--- config.mk ---
export PLATFORM = sky130hd
export DESIGN_NAME = clb_config_sequencer
export DESIGN_NICKNAME = d
export VERILOG_FILES = /design/src/rtl/clb_config_sequencer.sv
export SDC_FILE = /design/constraint.sdc
export NUM_CORES = 1
export LEC_CHECK = 0
export CORE_ASPECT_RATIO = 1.25
export CORE_MARGIN = 2
export CORE_UTILIZATION = 49
export DETAILED_ROUTE_END_ITERATION = 12
export PLACE_DENSITY_LB_ADDON = 0.08
export SLEW_MARGIN = 20
export SYNTH_ARGS = -nofsm -noshare
export SYNTH_HDL_FRONTEND = slang
export SYNTH_SLANG_ARGS = --single-unit
--- constraint.sdc ---
create_clock -name clk -period 1.71 [get_ports clk]
set_input_delay 0.342 -clock clk [delete_from_list [all_inputs] [get_ports clk]]
set_output_delay 0.342 -clock clk [all_outputs]
set_load 0.005 [all_outputs]
--- src/rtl/clb_config_sequencer.sv ---
// clb_config_sequencer
//   Configuration controller for one CLB built from a chain of
//   look_up_table_interconnect_config slices. It takes configuration words
//   from an upstream loader over a valid/ready handshake. It shifts them out
//   LSB-first on the shared bit_in line. The slices are loaded one after
//   another, with a one-cycle GAP between consecutive slices.
//
// Ports
//   clk, reset    clock (posedge) and asynchronous active-high reset
//   start         one-cycle request to configure the CLB (honoured in IDLE only)
//   abort         synchronous cancel, honoured in SHIFT/GAP
//   word_in/word_valid/word_ready
//                 configuration word stream; word_in bit 0 is shifted first
//   bit_out       serial configuration bit to every slice's bit_in
//   cfg_en        slices capture bit_out only while this is high
//   prgm_b        active-low global program (low while configuring)
//   clb_prgm_b    CLB program enable to the first slice (high while configuring)
//   lut_sel       index of the slice being loaded
//   lut_done      one-cycle pulse in each GAP cycle
//   busy          state is SHIFT or GAP
//   done          one-cycle completion pulse
//   aborted       one-cycle pulse when an abort is taken
module clb_config_sequencer #(
  parameter int NUM_LUTS     = 3,
  parameter int BITS_PER_LUT = 37,
  parameter int WORD_W       = 8,
  localparam int LSEL_W      = (NUM_LUTS > 1) ? $clog2(NUM_LUTS) : 1
) (
  input  logic              clk,
  input  logic              reset,
  input  logic              start,
  input  logic              abort,
  input  logic [WORD_W-1:0] word_in,
  input  logic              word_valid,
  output logic              word_ready,
  output logic              bit_out,
  output logic              cfg_en,
  output logic              prgm_b,
  output logic              clb_prgm_b,
  output logic [LSEL_W-1:0] lut_sel,
  output logic              lut_done,
  output logic              busy,
  output logic              done,
  output logic              aborted
);

  localparam int TOTAL_BITS  = NUM_LUTS * BITS_PER_LUT;
  localparam int TOTAL_WORDS = (TOTAL_BITS + WORD_W - 1) / WORD_W;
  localparam int CNT_W       = (BITS_PER_LUT > 1) ? $clog2(BITS_PER_LUT) : 1;
  localparam int WB_W        = $clog2(WORD_W + 1);
  localparam int WA_W        = $clog2(TOTAL_WORDS + 1);

  typedef enum logic [1:0] {S_IDLE, S_SHIFT, S_GAP, S_DONE} state_t;

  state_t              state_q, state_d;
  logic [WORD_W-1:0]   sreg_q, sreg_d;
  logic [WB_W-1:0]     wbits_q, wbits_d;
  logic [CNT_W-1:0]    bit_cnt_q, bit_cnt_d;
  logic [WA_W-1:0]     words_acc_q, words_acc_d;
  logic [LSEL_W-1:0]   lut_sel_q, lut_sel_d;
  logic                bit_out_q, bit_out_d;
  logic                aborted_q, aborted_d;

  logic                in_shift;
  logic                shift_en;
  logic                ready;
  logic                load;
  logic                slice_end;
  logic                last_lut;
  logic [WORD_W-1:0]   sreg_shr;

  always_ff @(posedge clk or posedge reset) begin
    if (reset) begin
      state_q     <= S_IDLE;
      sreg_q      <= '0;
      wbits_q     <= '0;
      bit_cnt_q   <= '0;
      words_acc_q <= '0;
      lut_sel_q   <= '0;
      bit_out_q   <= 1'b0;
      aborted_q   <= 1'b0;
    end else begin
      state_q     <= state_d;
      sreg_q      <= sreg_d;
      wbits_q     <= wbits_d;
      bit_cnt_q   <= bit_cnt_d;
      words_acc_q <= words_acc_d;
      lut_sel_q   <= lut_sel_d;
      bit_out_q   <= bit_out_d;
      aborted_q   <= aborted_d;
    end
  end

  always_comb begin
    in_shift  = (state_q == S_SHIFT);
    shift_en  = in_shift && (wbits_q != '0);
    // A new word may land in the same cycle the last buffered bit leaves,
    // which keeps the stream bubble-free when word_valid stays high.
    ready     = in_shift && (words_acc_q < WA_W'(TOTAL_WORDS)) &&
                ((wbits_q == '0) || ((wbits_q == WB_W'(1)) && shift_en));
    load      = ready && word_valid;
    slice_end = shift_en && (bit_cnt_q == CNT_W'(BITS_PER_LUT - 1));
    last_lut  = (lut_sel_q == LSEL_W'(NUM_LUTS - 1));
    sreg_shr  = sreg_q >> 1;

    state_d     = state_q;
    sreg_d      = sreg_q;
    wbits_d     = wbits_q;
    bit_cnt_d   = bit_cnt_q;
    words_acc_d = words_acc_q;
    lut_sel_d   = lut_sel_q;
    bit_out_d   = bit_out_q;
    aborted_d   = 1'b0;

    case (state_q)
      S_IDLE: begin
        if (start) begin
          state_d     = S_SHIFT;
          sreg_d      = '0;
          wbits_d     = '0;
          bit_cnt_d   = '0;
          words_acc_d = '0;
          lut_sel_d   = '0;
          bit_out_d   = 1'b0;
        end
      end
      S_SHIFT: begin
        if (shift_en) begin
          sreg_d    = sreg_shr;
          bit_out_d = sreg_shr[0];
          wbits_d   = wbits_q - WB_W'(1);
          if (!slice_end) bit_cnt_d = bit_cnt_q + CNT_W'(1);
        end
        // Load wins over the shift of the final buffered bit.
        if (load) begin
          sreg_d      = word_in;
          bit_out_d   = word_in[0];
          wbits_d     = WB_W'(WORD_W);
          words_acc_d = words_acc_q + WA_W'(1);
        end
        if (slice_end) begin
          if (last_lut) begin
            // Leftover bits of the final word are never shifted out.
            state_d   = S_DONE;
            sreg_d    = '0;
            wbits_d   = '0;
            bit_out_d = 1'b0;
          end else begin
            state_d = S_GAP;
          end
        end
      end
      S_GAP: begin
        // The word remainder is kept so it carries into the next slice.
        state_d   = S_SHIFT;
        lut_sel_d = lut_sel_q + LSEL_W'(1);
        bit_cnt_d = '0;
      end
      S_DONE: begin
        state_d = S_IDLE;
      end
      default: begin
        state_d = S_IDLE;
      end
    endcase

    // Abort overrides slice end and word load in both busy states.
    if (abort && (state_q == S_SHIFT || state_q == S_GAP)) begin
      state_d   = S_IDLE;
      aborted_d = 1'b1;
      sreg_d    = '0;
      wbits_d   = '0;
      bit_out_d = 1'b0;
    end
  end

  assign busy       = (state_q == S_SHIFT) || (state_q == S_GAP);
  assign prgm_b     = !busy;
  assign clb_prgm_b = busy;
  assign cfg_en     = shift_en;
  assign word_ready = ready;
  assign bit_out    = bit_out_q;
  assign lut_sel    = lut_sel_q;
  assign lut_done   = (state_q == S_GAP);
  assign done       = (state_q == S_DONE);
  assign aborted    = aborted_q;

endmodule

Yosys cells after proc, flatten, opt, wreduce, memory -nomap -nowiden --
Cells that the tools add are included.
Word-level totals: input bits 13, register bits 28, word-level logic and storage cells 82, output and inout port bits 11
Cells by class: reduce and logical (&&, ||, !) cells 22, equal/unequal tests 12, multiplexer cells 35, $lt $le $gt $ge 1, add/subtract/negate cells 4
Operators with widths (number):
- $mux 8 | 6
- $mux 4 | 7
- $mux 6 | 3
- $pmux 6 s3 | 1
- $pmux 4 s2 | 2
- $pmux 8 s2 | 1
- $mux 1 | 8
- $mux 2 | 4
- $pmux 2 s4 | 1
- $logic_and 1x1->1 | 7
- $add 6x1->6 const B | 1
- $eq 2x2->1 const B | 3
- $eq 6x6->1 const B | 1
- $ne 2x2->1 const B | 3
- $reduce_and 2->1 | 3
- $reduce_bool 3->1 | 2
- $add 4x1->4 const B | 1
- $eq 4x1->1 const B | 1
- $logic_not 4->1 | 1
- $lt 4x4->1 const B | 1
- $pmux 2 s2 | 1
- $reduce_and 4->1 | 1
- $reduce_bool 2->1 | 2
- $reduce_bool 4->1 | 1
- 11 further kinds | 12

Logic depth before layout (Yosys ltp) --
depth after elaboration 11, depth in mapped cells 8, gate-level depth less buffers 7

Worst setup path before layout --
No wires, ideal clock.
kind flip-flop to flip-flop, start reg wbits_q[0], end reg state_q[1], required time 1599 ps, path buffers 1, arrival 1689 ps, clock period less this slack 1800 ps, stages on the path, launching flop included 9, path slack -90 ps, setup time 111 ps, cell sequence dfrtp_1 inv_1 ha_1 or3b_1 buf_2 nand2_2 inv_1 a31o_1 a222oi_1
On the way: word-level cells in the longest chain between the ends 5
Ends and longest elaborated chain:
- start: declaration | line 57 | logic [WB_W-1:0] wbits_q, wbits_d;
- start signal: assignment | line 85 | wbits_q <= wbits_d;
- $reduce_bool 4->1 | line 96 | shift_en = in_shift && (wbits_q != '0);
- $logic_and 1x1->1 | line 96
- net cfg_en | line 37 | output logic cfg_en,
- $logic_and 1x1->1 | line 102 | slice_end = shift_en && (bit_cnt_q == CNT_W'(BITS_PER_LUT - 1));
- $ne 3x1->1 (no source line)
- $reduce_and 2->1 (no source line)
- end signal: assignment | line 83 | state_q <= state_d;
- end: declaration | line 55 | state_t state_q, state_d;
The timed path passes the listed nets, and every way through them passes these cells. A chain may end at the register's enable or synchronous reset.

Final worst setup path --
start reg wbits_q[0], end reg wbits_q[0]
On the way: word-level cells in the longest chain between the ends 11, elaborated cells between the ends (all ways) 16, classes of those cells add/sub (1); eq/ne (1); mux (6); reduce/logical (8)
Ends and longest elaborated chain:
- branches (longest 8 deep; another with $sub 4x1->4)
- $mux 4 * | line 141 | if (slice_end) begin
- $pmux 4 s2 * | line 115 | case (state_q)
- $mux 4 * | line 168 | if (abort && (state_q == S_SHIFT || state_q == S_GAP)) begin
Every way passes the cells marked *.

==> key figures <==
Clocking
  – Max Root-Sink Buffers: 2
  – Clk_lat worst skew: 270 ps
  – CTS Buf Count: 3
  – CTS root buffer: clkbuf_8
  – CTS clk-pin slew, worst paths: 100 ps
  – TritonCTS clock tree: built
  – Hold_buf cts: 0
  – Clk sinks: 27
  – # H-tree levels: 1

Timing
  – Final Hold Vio Count: 0
  – Skew final: 4.747 ps
  – RSZ-0062 raised after global routing: yes
  – Period minus WS final: 1984 ps
  – Worst slew margin: 0.7279
  – Final setup fails: 28
  – Tightest Pin Transition: 408.1 ps
  – Max Slew Vio Count: 0
  – Final Cycle Share: 1.160
  – Max frequency: 504.1 MHz
  – Setup WS post-layout: -273.7 ps
  – Worst hold slack: 433.4 ps

Finish
  – Post-layout net count: 294
  – Final Non-Filler Cells: 309
  – Ratio of cells with drive above 1 in the final layout: 0.5259
  – # diodes: 0
  – Layout area overhead: 68.99%

Logic synthesis
  – Post-synthesis simple-gate area fraction: 0.2157
  – Multiplexer share of the synthesized area: 0.01162
  – Top FF cell, synth: dfrtp_1
  – Synth Cell Area: 1723 um2
  – Largest family of logic cells by synthesized area: compound AO/OA/AOI/OAI gates
  – Post-Synth Adder-Cell Area: 0.07262
  – EDFF count, synth: 0
  – Synth Area in Compound Gates: 0.2389
  – Share of flip-flops with an asynchronous set or reset: 1.000
  – #FFs+latches synth: 27
  – Post-Syn Area per Cell: 9.313 um2
  – Cell taking the most area after synthesis: dfrtp_1
  – Cell variety after synth: 49
  – Synth area leaders: dfrtp_1 (39%), ha_1 (7.3%), nand2_1 (3.7%), o21ai_0 (3.5%), inv_1 (3.1%)
  – XOR/XNOR Fraction of Synth Area: 0
  – Yosys warns: 0
  – Syn nets: 208
  – Register area share after synthesis: 0.3922
  – Post-synthesis cell count: 185
  – Area share of the largest cell type after synthesis: 0.3922

Placement
  – Setup WS pre-CTS: -437.0 ps
  – Routability cong.: 0.8710
  – Placed instance count: 282
  – Detail Placement HPWL: 3450 um
  – I/O Buffers: 23

Setup path
  – Reg-to-reg endpoint: wbits_q[0]$_DFFE_PP0P_
  – Worst-path maximum fanout: 8
  – Worst R2R Path Depth: 7
  – Crit. End Element: flop
  – Worst path max stage delay: 420 ps
  – Worst EP arrival: 2150 ps
  – Reg2Reg Launch Point: wbits_q[0]$_DFFE_PP0P_
  – CP required: 1880 ps
  – Slowest cell on crit path: dfrtp_1
  – Critical-path cell list: inv_2 > ha_4 > or3b_4 > buf_6 > nand4_4 > nand4_1 > mux2i_1
  – FF-to-FF setup slack: -270 ps
  – Startpoint Class: flop
  – Critical path type: flop to flop

Pwr
  – Worst VDD drop: 1232 uV
  – Pleak: 1.284 nW
  – P_int: 2.769 mW
  – Share of power burned in the clock network: 0.078
  – Comb power frac: 0.726
  – Pwr/cell area: 1675 nW/um2
  – Sw Pwr: 2.108 mW
  – Part of the power in registers: 0.196
  – Switch share: 0.4323

Die
  – Ports: 24
  – Initial core utilization: 0.5033
  – Total Die Area: 4009 um2
  – Core Box Area: 3423 um2
  – DIE WIDTH: 57.04 um
  – FP Rows: 24
  – Die height: 70.30 um

Routing
  – Drt drc: 0
  – Met2 wire len: 3608 um
  – DR top layer: met4
  – Iter 0 DRT Violations: 175
  – Routed WL per cell: 21.09 um
  – ANT nets after route: 0
  – Vias/cell: 6.337
  – DR vias: 1958
  – Final wirelength: 6517 um
  – Drt first pass iters: 6
  – Met3 routed WL: 356 um
  – M1 WL: 2391 um

Min path
  – Hold Crit Class: primary input to async pin

Global routing
  – Initial antenna violation count: 0
  – Largest net degree at the start of global routing: 28
  – Vias in the first global route: 1951
  – First-pass GRT wire length: 8976 um
  – Global route overflow: 0
  – Total global-route track usage: 0.2809

Run status
  – Status: finished, violations left
  – Failing checks: negative setup slack

Job
  – Max_cap viols: 0
kinds of logic (layout without fill, tap and decap cells):
family / count (synthesis) / after routing
AO/OA/AOI/OAI: 58 / 58
adder cells (fa/ha/maj): 10 / 10
buffers and inverters: 23 / 108
flip-flops: 27 / 27
multiplexers: 2 / 2
AND/OR/NAND/NOR: 65 / 65
sequential cells by signal, summed over array words and instances (netlist names):
signal,count
bit_out,1
sreg_q,7
words_acc_q,4
aborted,1
state_q,2
bit_cnt_q,6
lut_sel,2
wbits_q,4
layout by cell type, fill, tap and decap left out, types with 4 or more instances in the layout:
cell	count
ha_1	4
nor4_1	4
a211oi_2	4
buf_4	41
and3_1	5
ha_4	4
clkdlybuf4s50_1	15
nand2_1	13
o21ai_1	5
dfrtp_1	27
nand3_1	5
o211ai_1	5
o31ai_2	4
a31oi_1	5
inv_1	8
inv_2	4
buf_6	28
final cells by class:
class	instances	area, um2
well taps	39	48.80
repair buffers	89	805.8
multi-input cells	135	1272
flip-flops and latches	27	675.6
clock buffers	4	45.04
inverters	15	63.81
fillers	165	511.7
critical path: cells and delay by family (launching register included):
family | cells | cell delay, ps
multiplexers | 1 | 290
AND/OR/NAND/NOR | 3 | 730
buffers and inverters | 2 | 270
flip-flops | 1 | 420
adder cells (fa/ha/maj) | 1 | 160
cell usage after synthesis, drive strengths merged, types with 5 or more instances:
cell type  count
dfrtp         27
nand2         18
inv           15
o21ai         13
ha            10
a31oi          8
and3           8
nor2           8
buf            7
a21oi          5
nand3          5
o211ai         5
o31ai          5
metal layers:
metal / vias to the layer above / track usage
li1: 866 / -
met1: 985 / 0.3235
met2: 88 / 0.5198
met3: 19 / 0.03148
met4: 0 / 0.1034
met5: - / 0
worst max-delay path by stage:
stage / startpoint / end / slack, ps
global placement: word_valid / words_acc_q[0]$_DFFE_PP0P_ / -430
CTS: wbits_q[1]$_DFFE_PP0P_ / cfg_en / -200
finish: wbits_q[0]$_DFFE_PP0P_ / wbits_q[0]$_DFFE_PP0P_ / -270
floorplan: wbits_q[0]$_DFFE_PP0P_ / state_q[1]$_DFFE_PP0P_ / -40
detailed placement: word_valid / words_acc_q[0]$_DFFE_PP0P_ / -440
global route: wbits_q[0]$_DFFE_PP0P_ / sreg_q[1]$_DFFE_PP0P_ / -290
power by group through the flow:
stage | registers, mW | logic (mW) | clock network [mW]
after global routing | 0.970 | 3.72 | 0.398
after global placement | 0.918 | 2.15 | 0
after floorplan | 0.919 | 1.30 | 0
after CTS | 0.927 | 3.08 | 0.382
final | 0.956 | 3.54 | 0.379
after detailed placement | 0.928 | 2.22 | 0
metrics by stage:
stage	power (mW)	cell area, um2	util	setup TNS [ps]
6_report	4.877	2912	0.8505	-4652
3_3_place_gp	3.066	2291	0.6692	-6611
3_5_place_dp	3.147	2291	0.6692	-7692
5_1_grt	5.088	2912	0.8505	-5788
2_1_floorplan	2.223	1763	-	-258.7
4_1_cts	4.386	2804	0.8191	-2039
timing repair:
action,4_1_cts,5_1_grt
buffers inserted,27,4
gates resized for setup,108,21
setup endpoints to repair,31,30
hold endpoints to repair,0,0
pin swaps,30,8
Note: power is estimated with default switching activity, not from simulation.
